<file path="config.mk">
export PLATFORM = sky130hd
export DESIGN_NAME = mbox_mem_rq_arb
export DESIGN_NICKNAME = d
export VERILOG_FILES = /design/src/rtl/mbox_mem_rq_arb.sv
export SDC_FILE = /design/constraint.sdc
export NUM_CORES = 1
export LEC_CHECK = 0
export ABC_AREA = 1
export CORE_UTILIZATION = 45
export CTS_BUF_LIST = sky130_fd_sc_hd__clkbuf_8
export DETAILED_ROUTE_END_ITERATION = 7
export PLACE_DENSITY = 0.84
export SYNTH_ARGS = -nofsm -noshare
export SYNTH_HDL_FRONTEND = slang
export SYNTH_SLANG_ARGS = --single-unit
</file>
<file path="constraint.sdc">
create_clock -name clk -period 4.7 [get_ports clk]
set_clock_uncertainty 0.2 [all_clocks]
set_input_delay 0.94 -clock clk [delete_from_list [all_inputs] [get_ports clk]]
set_output_delay 0.94 -clock clk [all_outputs]
set_load 0.05 [all_outputs]
</file>
<file path="src/rtl/mbox_mem_rq_arb.sv">
// Memory request arbiter and sequencer for the MBOX S-bus port.
// Arbitrates CHAN > CCA > EBOX onto the single memory port, issues the
// start/read/write request with the word mask, counts ACKN word by word,
// and runs the NXM timeout that fabricates the remaining acknowledgements.
module mbox_mem_rq_arb #(
    parameter int unsigned NXM_TIMEOUT = 255
) (
    input  logic        clk,
    input  logic        RESET,
    input  logic [0:2]  RQ,
    input  logic [0:2]  RQ_RD,
    input  logic [0:11] RQ_WDS,
    input  logic        ACKN_PULSE,
    input  logic        NXM_ERR_CLR,
    output logic [0:2]  GRANT,
    output logic        MEM_START,
    output logic        MEM_RD_RQ,
    output logic        MEM_WR_RQ,
    output logic [0:3]  MEM_WDS,
    output logic [0:1]  MB_SEL,
    output logic        WORD_ACK,
    output logic        NXM_DATA_VAL,
    output logic        CORE_BUSY,
    output logic        NXM_FLG,
    output logic        NXM_ERR,
    output logic [0:2]  DONE
);

    typedef enum logic [2:0] {
        S_IDLE,
        S_START,
        S_WAIT,
        S_NXM,
        S_FIN
    } state_t;

    // Timeout fires on the edge where the counter would reach NXM_TIMEOUT,
    // so NXM_FLG rises exactly NXM_TIMEOUT cycles after entering WAIT.
    localparam logic [7:0] TO_LAST = 8'(NXM_TIMEOUT - 1);

    state_t     state;
    logic [0:3] rem;
    logic [7:0] cnt;

    logic [0:2] win_gnt;
    logic       win_rd;
    logic [0:3] win_wds;
    logic [0:3] rem_after;
    logic [1:0] next_sel;

    // Index of the lowest-numbered set word in a mask (word 0 first).
    function automatic logic [1:0] low_idx(input logic [0:3] m);
        logic [1:0] idx;
        logic       found;
        idx   = 2'd0;
        found = 1'b0;
        for (int unsigned i = 0; i < 4; i++) begin
            if (m[i] && !found) begin
                idx   = 2'(i);
                found = 1'b1;
            end
        end
        return idx;
    endfunction

    // Fixed-priority winner selection; an empty mask means word 0 only.
    always_comb begin
        win_gnt = '0;
        win_rd  = 1'b0;
        win_wds = '0;
        if (RQ[0]) begin
            win_gnt = 3'b100;
            win_rd  = RQ_RD[0];
            win_wds = RQ_WDS[0:3];
        end else if (RQ[1]) begin
            win_gnt = 3'b010;
            win_rd  = RQ_RD[1];
            win_wds = RQ_WDS[4:7];
        end else if (RQ[2]) begin
            win_gnt = 3'b001;
            win_rd  = RQ_RD[2];
            win_wds = RQ_WDS[8:11];
        end
        if (win_wds == '0) begin
            win_wds = 4'b1000;
        end
    end

    // Remaining mask and next word select once the current word retires.
    always_comb begin
        rem_after         = rem;
        rem_after[MB_SEL] = 1'b0;
        next_sel          = (rem_after == '0) ? MB_SEL : low_idx(rem_after);
    end

    // Transaction sequencer with all outputs registered.
    always_ff @(posedge clk) begin
        if (RESET) begin
            state        <= S_IDLE;
            rem          <= '0;
            cnt          <= '0;
            GRANT        <= '0;
            MEM_START    <= 1'b0;
            MEM_RD_RQ    <= 1'b0;
            MEM_WR_RQ    <= 1'b0;
            MEM_WDS      <= '0;
            MB_SEL       <= '0;
            WORD_ACK     <= 1'b0;
            NXM_DATA_VAL <= 1'b0;
            CORE_BUSY    <= 1'b0;
            NXM_FLG      <= 1'b0;
            NXM_ERR      <= 1'b0;
            DONE         <= '0;
        end else begin
            WORD_ACK     <= 1'b0;
            NXM_DATA_VAL <= 1'b0;
            DONE         <= '0;
            if (NXM_ERR_CLR) begin
                NXM_ERR <= 1'b0;
            end
            case (state)
                S_IDLE: begin
                    if (|RQ) begin
                        GRANT     <= win_gnt;
                        MEM_START <= 1'b1;
                        MEM_RD_RQ <= win_rd;
                        MEM_WR_RQ <= !win_rd;
                        MEM_WDS   <= win_wds;
                        rem       <= win_wds;
                        MB_SEL    <= low_idx(win_wds);
                        CORE_BUSY <= 1'b1;
                        state     <= S_START;
                    end
                end
                S_START: begin
                    cnt   <= '0;
                    state <= S_WAIT;
                end
                S_WAIT: begin
                    // Empty mask here means the last WORD_ACK is out now.
                    if (rem == '0) begin
                        DONE  <= GRANT;
                        state <= S_FIN;
                    end else if (ACKN_PULSE) begin
                        WORD_ACK  <= 1'b1;
                        rem       <= rem_after;
                        MB_SEL    <= next_sel;
                        MEM_START <= 1'b0;
                        cnt       <= '0;
                    end else if (cnt == TO_LAST) begin
                        MEM_START <= 1'b0;
                        NXM_FLG   <= 1'b1;
                        NXM_ERR   <= 1'b1;
                        state     <= S_NXM;
                    end else if (cnt != '1) begin
                        cnt <= cnt + 8'd1;
                    end
                end
                S_NXM: begin
                    if (rem == '0) begin
                        DONE    <= GRANT;
                        NXM_FLG <= 1'b0;
                        state   <= S_FIN;
                    end else begin
                        WORD_ACK     <= 1'b1;
                        NXM_DATA_VAL <= MEM_RD_RQ;
                        rem          <= rem_after;
                        MB_SEL       <= next_sel;
                    end
                end
                S_FIN: begin
                    GRANT     <= '0;
                    CORE_BUSY <= 1'b0;
                    MEM_RD_RQ <= 1'b0;
                    MEM_WR_RQ <= 1'b0;
                    MEM_WDS   <= '0;
                    MB_SEL    <= '0;
                    cnt       <= '0;
                    state     <= S_IDLE;
                end
                default: begin
                    state <= S_IDLE;
                end
            endcase
        end
    end

endmodule

</file>
==> results of run 1 <==
## registers in the layout (all words and copies together) (netlist names)
signal and count:
CORE_BUSY 1, DONE 3, GRANT 3, MB_SEL 2
MEM_RD_RQ 1, MEM_START 1, MEM_WDS 4, MEM_WR_RQ 1
NXM_DATA_VAL 1, NXM_ERR 1, NXM_FLG 1, WORD_ACK 1
cnt 8, rem 4, state 3
## cell families after synthesis
group	Yosys count
AOI/OAI and AO/OA	44
adders and majority gates	2
buffers and inverters	49
DFF	35
and+or+nand+nor	187
## worst max-delay path by stage
stage	endpoint	from	cells after the start	slack (ns)
floorplan	MEM_WDS[0]	RQ[1]	8	2.51
global placement	rem[3]	RQ[1]	9	1.91
detailed placement	rem[0]	RQ[0]	8	1.83
CTS	MB_SEL[0]	MB_SEL[0]	1	2.00
global route	MEM_WDS[2]	RQ[1]	8	1.94
finish	MB_SEL[0]	MB_SEL[0]	1	2.00
## stage by stage
step                area (um2)  cells  utilization (%)  total power [mW]  hold WS (ns)
finish                    2570    412             62.0              1.46         0.258
detailed placement        2460    405             59.5              1.19         0.248
global placement          2460    405             59.5              1.18         0.246
floorplan                 2000    317                -             0.994         0.245
global route              2570    412             62.0              1.57         0.275
CTS                       2570    412             62.0              1.46         0.263
## placed cells by master, fill, tap and decap left out, drive strengths merged
cell type,synthesis,final
a21oi,29,29
and3,1,1
buf,2,1
bufinv,0,1
clkbuf,2,5
clkdlybuf4s50,0,41
clkinv,2,2
clkinvlp,0,1
dfxtp,35,35
ha,2,2
inv,43,43
nand2,102,102
nand3,29,29
nand4,1,1
nor2,45,45
nor3,7,7
o21a,1,1
o21ai,13,13
o21bai,1,1
or2,2,2
## cell type report
| cell class | instances | area [um2] |
|---|---|---|
| Fill cell | 395 | 1570 |
| Timing Repair Buffer | 42 | 418 |
| Inverter | 45 | 176 |
| Clock buffer | 5 | 68.8 |
| Multi-Input combinational cell | 233 | 1110 |
| Sequential cell | 35 | 701 |
| Tap cell | 50 | 62.6 |
| Clock inverter | 2 | 37.5 |
## where the power goes
| group | switching, mW | internal, mW | total (mW) |
|---|---|---|---|
| clock network | 0.114 | 0.155 | 0.269 |
| logic | 0.522 | 0.249 | 0.771 |
| registers | 0.0560 | 0.364 | 0.420 |
## routing by layer
metal	GRT usage [%]	share of wire, %	vias to the layer above
met1	30.9	48	956
li1	-	-	1086
met4	9.95	1.7	0
met2	38.4	44	57
met3	5.59	5.7	7
met5	0	0	-
==> impl_metrics.xml, run 1 <==
<?xml version="1.0" encoding="UTF-8"?>
<metrics>
  <group name="outcome">
    <metric name="run_status" unit="">finished, final reports clean</metric>
  </group>
  <group name="yosys">
    <metric name="library_cell_with_the_largest_summed_area_after_synthesis" unit="">dfxtp_1</metric>
    <metric name="synthMostInstantiatedCell" unit="">nand2_1</metric>
    <metric name="average_instance_area_after_synthesis" unit="um2">6.32</metric>
    <metric name="ys_seq_elements" unit="">35</metric>
    <metric name="ys_warn_count" unit="">0</metric>
    <metric name="post_synth_fa_ha_maj_area_fraction" unit="%">1.25</metric>
    <metric name="post_synth_top_area_share" unit="%">35.0</metric>
    <metric name="synth_ff_type" unit="">dfxtp_1</metric>
    <metric name="synth_area" unit="mm2">0.00200</metric>
    <metric name="yosys.area_share.simple" unit="%">41.7</metric>
    <metric name="post_synth_inst_count" unit="">317</metric>
    <metric name="synth.mux.area_fraction" unit="%">0</metric>
    <metric name="synth-xor-area-share" unit="%">0</metric>
    <metric name="synth-async-reset-ratio" unit="%">0</metric>
    <metric name="ys_top_cells_by_count" unit="">nand2_1, nor2_1, inv_1, dfxtp_1, nand3_1</metric>
    <metric name="yosysSeqAreaShare" unit="%">35.0</metric>
    <metric name="combinational_family_with_the_most_area_after_synthesis" unit="">simple AND/OR/NAND/NOR gates</metric>
    <metric name="synth_compound_area_share" unit="%">12.4</metric>
    <metric name="synth_area_leaders" unit="">dfxtp_1, nand2_1, nor2_1, nand3_1, inv_1</metric>
    <metric name="synth_edf_count" unit="">0</metric>
    <metric name="post_synth_num_cell_types" unit="">29</metric>
    <metric name="synth_nets" unit="">341</metric>
  </group>
  <group name="sta">
    <metric name="max-slew-margin-rel" unit="%">64.7</metric>
    <metric name="final_hold_viol_count" unit="">0</metric>
    <metric name="achievable-frequency" unit="MHz">370</metric>
    <metric name="post-route-min-period" unit="ns">2.70</metric>
    <metric name="fin_setup_tns" unit="ns">0</metric>
    <metric name="rsz0062_at_grt" unit="">no</metric>
    <metric name="slew_viol_final" unit="">0</metric>
    <metric name="finalWorstSetupSlack" unit="ns">2.00</metric>
    <metric name="period_share" unit="%">57.5</metric>
    <metric name="setup_viol" unit="">0</metric>
    <metric name="worst-slew-pin-transition" unit="ns">0.528</metric>
  </group>
  <group name="placed_design">
    <metric name="place_hpwl" unit="um">3770</metric>
    <metric name="placement.io_buffers" unit="">41</metric>
    <metric name="finalWeightedCongestion" unit="">0.857</metric>
    <metric name="preCtsSetupSlack" unit="ns">1.83</metric>
  </group>
  <group name="floorplan">
    <metric name="area_of_the_die" unit="mm2">0.00472</metric>
    <metric name="initial_core_util" unit="%">48.3</metric>
    <metric name="die_height" unit="um">68.7</metric>
    <metric name="coreArea" unit="mm2">0.00414</metric>
    <metric name="boundaryPins" unit="">42</metric>
    <metric name="die_x" unit="um">68.7</metric>
    <metric name="std_cell_rows" unit="">23</metric>
  </group>
  <group name="final_layout">
    <metric name="syn2layout_area_growth" unit="%">28.4</metric>
    <metric name="antenna_cells" unit="">0</metric>
    <metric name="drive_above_1_share" unit="%">11.6</metric>
    <metric name="finalNetCount" unit="">386</metric>
  </group>
  <group name="global_routing">
    <metric name="globalRouteOverflowTotal" unit="">0</metric>
    <metric name="grt_use_total" unit="%">24.0</metric>
    <metric name="grt_max_degree" unit="">21</metric>
    <metric name="vias_in_the_first_global_route" unit="">1968</metric>
    <metric name="global_route_wire_length_before_repair" unit="um">8360</metric>
    <metric name="number_of_antenna_violations_at_the_first_check_in_global_routing" unit="">0</metric>
  </group>
  <group name="clocking">
    <metric name="cts_tree" unit="">built</metric>
    <metric name="cts_repair_resize_count" unit="">0</metric>
    <metric name="clock_insertion_delay_worst_skew" unit="ns">0.30</metric>
    <metric name="post_cts_hold_buffer_count" unit="">0</metric>
    <metric name="cts.path.max_buffers" unit="">2</metric>
    <metric name="h-tree-depth" unit="">2</metric>
    <metric name="post-cts-setup-buffers" unit="">0</metric>
    <metric name="cts.root.buffer_cell" unit="">clkbuf_8</metric>
    <metric name="clock-sinks" unit="">35</metric>
    <metric name="cts_made_buffers" unit="">5</metric>
    <metric name="cts.reportedPaths.clkPinSlew" unit="ns">0.07</metric>
  </group>
  <group name="power_and_ir_drop">
    <metric name="power.ir.vdd_worst" unit="V">0.000348</metric>
    <metric name="power_per_cell_area" unit="mW/mm2">568</metric>
    <metric name="total_leakage_power" unit="nW">1.14</metric>
  </group>
  <group name="setup_path">
    <metric name="cp_cell_sequence" unit="">clkdlybuf4s50_1</metric>
    <metric name="cp_num_buf_inv" unit="">1</metric>
    <metric name="r2r.worst_path.cells" unit="">10</metric>
    <metric name="critical_path.slowest_cell" unit="">clkdlybuf4s50_1</metric>
    <metric name="crit_path_max_cell_delay" unit="ns">0.84</metric>
    <metric name="regToRegStartpoint" unit="">state[0]</metric>
    <metric name="crit_path_max_fanout" unit="">6</metric>
    <metric name="worstPathRequired" unit="ns">3.56</metric>
    <metric name="endpoint_kind" unit="">output pin</metric>
    <metric name="critPathTopFamily" unit="">buffers and inverters</metric>
    <metric name="reg2reg_setup_slack" unit="ns">2.94</metric>
    <metric name="worst_ep_arrival_time" unit="ns">1.56</metric>
    <metric name="timing.critical_path.from_type" unit="">register</metric>
    <metric name="worst_r2r_endpoint" unit="">rem[2]</metric>
    <metric name="critical_path_class" unit="">register to output pin</metric>
  </group>
  <group name="route">
    <metric name="final_antenna_net_count" unit="">0</metric>
    <metric name="num_vias" unit="">2106</metric>
    <metric name="drtIter0Drc" unit="">125</metric>
    <metric name="first_pass_iters" unit="">4</metric>
    <metric name="detail_route.vias_per_cell" unit="">5.11</metric>
    <metric name="drc" unit="">0</metric>
    <metric name="drt-wirelength-per-cell" unit="um">11.9</metric>
    <metric name="final_wirelength" unit="um">4890</metric>
  </group>
  <group name="run">
    <metric name="count_of_maximum_capacitance_violations" unit="">0</metric>
  </group>
  <group name="hold_path">
    <metric name="hold_path_end" unit="">DONE[1]</metric>
    <metric name="hold_start" unit="">GRANT[1]</metric>
    <metric name="hold_path.class" unit="">register to register</metric>
    <metric name="hold-path-cell-count" unit="">2</metric>
  </group>
</metrics>
Note: power is estimated with default switching activity, not from simulation.
==> run 2: changes to the inputs <==
- clock period: 4.7 -> 2.7 ns (I/O delays scaled with it)
==> run 2 against run 1 <==
- critical endpoint unchanged
- power is 82% higher
- largest power group unchanged
- highest routed layer unchanged
- worst setup slack lost 1.6 ns
- hold slack got worse by 0.0059 ns
- critical path type unchanged
- wire length increased by 1.5%
- largest cell class unchanged
- non-clock buffer count grew 1
==> impl_metrics.xml, run 2 (synthesis results as in run 1) <==
<?xml version="1.0" encoding="UTF-8"?>
<metrics>
  <group name="hold_path">
    <metric name="hold_start" unit="">GRANT[0]</metric>
    <metric name="hold_path_end" unit="">DONE[0]</metric>
    <metric name="hold-path-cell-count" unit="">2</metric>
    <metric name="hold_path.class" unit="">register to register</metric>
  </group>
  <group name="setup_path">
    <metric name="r2r.worst_path.cells" unit="">10</metric>
    <metric name="worstPathRequired" unit="ns">1.96</metric>
    <metric name="reg2reg_setup_slack" unit="ns">0.89</metric>
    <metric name="crit_path_max_cell_delay" unit="ns">0.83</metric>
    <metric name="crit_path_max_fanout" unit="">6</metric>
    <metric name="critPathTopFamily" unit="">buffers and inverters</metric>
    <metric name="cp_num_buf_inv" unit="">1</metric>
    <metric name="critical_path_class" unit="">register to output pin</metric>
    <metric name="critical_path.slowest_cell" unit="">clkdlybuf4s50_1</metric>
    <metric name="timing.critical_path.from_type" unit="">register</metric>
    <metric name="regToRegStartpoint" unit="">state[1]</metric>
    <metric name="cp_cell_sequence" unit="">clkdlybuf4s50_1</metric>
    <metric name="worst_r2r_endpoint" unit="">rem[0]</metric>
    <metric name="endpoint_kind" unit="">output pin</metric>
    <metric name="worst_ep_arrival_time" unit="ns">1.54</metric>
  </group>
  <group name="route">
    <metric name="num_vias" unit="">2067</metric>
    <metric name="first_pass_iters" unit="">5</metric>
    <metric name="final_wirelength" unit="um">4970</metric>
    <metric name="final_antenna_net_count" unit="">0</metric>
    <metric name="drtIter0Drc" unit="">143</metric>
    <metric name="drc" unit="">0</metric>
    <metric name="detail_route.vias_per_cell" unit="">4.99</metric>
    <metric name="drt-wirelength-per-cell" unit="um">12.0</metric>
  </group>
  <group name="final_layout">
    <metric name="final_common_cell" unit="">nand2_1</metric>
    <metric name="drive_above_1_share" unit="%">12.1</metric>
    <metric name="syn2layout_area_growth" unit="%">30.3</metric>
    <metric name="finalNetCount" unit="">387</metric>
    <metric name="max_flop_register" unit="">cnt</metric>
    <metric name="antenna_cells" unit="">0</metric>
    <metric name="final_design_area_no_fill" unit="mm2">0.00261</metric>
    <metric name="max_ffs_per_register" unit="">8</metric>
    <metric name="layout_common_cells" unit="">nand2_1, clkdlybuf4s50_1, nor2_1</metric>
    <metric name="layout_top_registers" unit="">cnt (8), MEM_WDS (4), rem (4)</metric>
    <metric name="layoutNonFillerInstCount" unit="">414</metric>
  </group>
  <group name="sta">
    <metric name="max-slew-margin-rel" unit="%">65.6</metric>
    <metric name="achievable-frequency" unit="MHz">439</metric>
    <metric name="period_share" unit="%">84.3</metric>
    <metric name="worst-slew-pin-transition" unit="ns">0.514</metric>
    <metric name="rsz0062_at_grt" unit="">no</metric>
    <metric name="fin_setup_tns" unit="ns">0</metric>
    <metric name="post-route-min-period" unit="ns">2.28</metric>
    <metric name="setup_viol" unit="">0</metric>
    <metric name="final_hold_viol_count" unit="">0</metric>
    <metric name="worst_hold_slack" unit="ns">0.252</metric>
    <metric name="slew_viol_final" unit="">0</metric>
  </group>
  <group name="power_and_ir_drop">
    <metric name="net-switching-power" unit="mW">1.22</metric>
    <metric name="total_leakage_power" unit="nW">1.16</metric>
    <metric name="power.switching_fraction" unit="%">45.9</metric>
    <metric name="total_power" unit="mW">2.66</metric>
    <metric name="pwr-share-comb" unit="%">51.1</metric>
    <metric name="power_per_cell_area" unit="mW/mm2">1020</metric>
    <metric name="clock_power_share" unit="%">21.5</metric>
    <metric name="power.share.sequential" unit="%">27.4</metric>
    <metric name="power.ir.vdd_worst" unit="V">0.000704</metric>
    <metric name="intPower" unit="mW">1.44</metric>
  </group>
  <group name="placed_design">
    <metric name="dpl_cell_area" unit="mm2">0.00247</metric>
    <metric name="place_hpwl" unit="um">3810</metric>
    <metric name="finalWeightedCongestion" unit="">0.916</metric>
    <metric name="place.detailed.instances" unit="">406</metric>
    <metric name="placement.io_buffers" unit="">41</metric>
  </group>
  <group name="global_routing">
    <metric name="number_of_antenna_violations_at_the_first_check_in_global_routing" unit="">0</metric>
    <metric name="grt_use_total" unit="%">23.4</metric>
    <metric name="vias_in_the_first_global_route" unit="">1896</metric>
    <metric name="global_route_wire_length_before_repair" unit="um">8170</metric>
    <metric name="globalRouteOverflowTotal" unit="">0</metric>
    <metric name="grt_max_degree" unit="">20</metric>
  </group>
  <group name="outcome">
    <metric name="run_status" unit="">finished, final reports clean</metric>
  </group>
  <group name="floorplan">
    <metric name="initial_core_util" unit="%">48.3</metric>
    <metric name="die_x" unit="um">68.7</metric>
    <metric name="coreArea" unit="mm2">0.00414</metric>
    <metric name="area_of_the_die" unit="mm2">0.00472</metric>
    <metric name="boundaryPins" unit="">42</metric>
    <metric name="die_height" unit="um">68.7</metric>
    <metric name="std_cell_rows" unit="">23</metric>
  </group>
  <group name="run">
    <metric name="count_of_maximum_capacitance_violations" unit="">0</metric>
  </group>
  <group name="clocking">
    <metric name="cts.reportedPaths.clkPinSlew" unit="ns">0.08</metric>
    <metric name="cts_tree" unit="">built</metric>
    <metric name="cts.root.buffer_cell" unit="">clkbuf_8</metric>
    <metric name="clock-sinks" unit="">35</metric>
    <metric name="post-cts-setup-buffers" unit="">0</metric>
    <metric name="cts_repair_resize_count" unit="">0</metric>
    <metric name="cts_made_buffers" unit="">5</metric>
    <metric name="clock_insertion_delay_worst_skew" unit="ns">0.29</metric>
    <metric name="post_cts_hold_buffer_count" unit="">0</metric>
    <metric name="cts.path.max_buffers" unit="">2</metric>
    <metric name="h-tree-depth" unit="">2</metric>
  </group>
</metrics>
run 2: cell count changes in the layout (fill, tap and decap cells not counted):
cell       previous run  this run
buf_4                 1         2
bufinv_16             1         2
run 2: cell type report:
type                            instances  area (um2)
Clock buffer                            5        68.8
Fill cell                             366        1540
Sequential cell                        35         701
Inverter                               45         176
Clock inverter                          3        67.6
Multi-Input combinational cell        233        1110
Timing Repair Buffer                   43         425
Tap cell                               50        62.6
run 2: worst max-delay path by stage:
stage                       to  depth (start not counted)      start  slack (ns)
floorplan            MB_SEL[1]                          9  MB_SEL[1]        0.89
global placement    MEM_WDS[1]                          8      RQ[0]        0.31
detailed placement  MEM_WDS[3]                          8      RQ[0]        0.24
CTS                  MB_SEL[0]                          1  MB_SEL[0]        0.42
global route         MB_SEL[0]                          1  MB_SEL[0]        0.38
finish               MB_SEL[0]                          1  MB_SEL[0]        0.42
run 2: layer usage:
metal,share of wire (%),vias to the layer above,track usage (%)
met5,0,-,0
met4,1.5,0,8.42
met3,6.4,9,5.10
met2,45,65,39.6
met1,47,899,29.1
li1,-,1094,-
run 2: stage by stage:
step / util (%) / worst slack [ns]
after floorplan: - / 0.895
after global placement: 59.7 / 0.308
after detailed placement: 59.7 / 0.238
after CTS: 63.0 / 0.425
after global routing: 63.0 / 0.381
final: 63.0 / 0.424
run 2: power groups by stage:
stage / sequential [mW] / combinational [mW] / clock [mW]
after global placement: 0.736 / 1.32 / 0
after detailed placement: 0.736 / 1.34 / 0
final: 0.728 / 1.36 / 0.571
after global routing: 0.743 / 1.48 / 0.600
after CTS: 0.727 / 1.35 / 0.573
after floorplan: 0.952 / 0.779 / 0
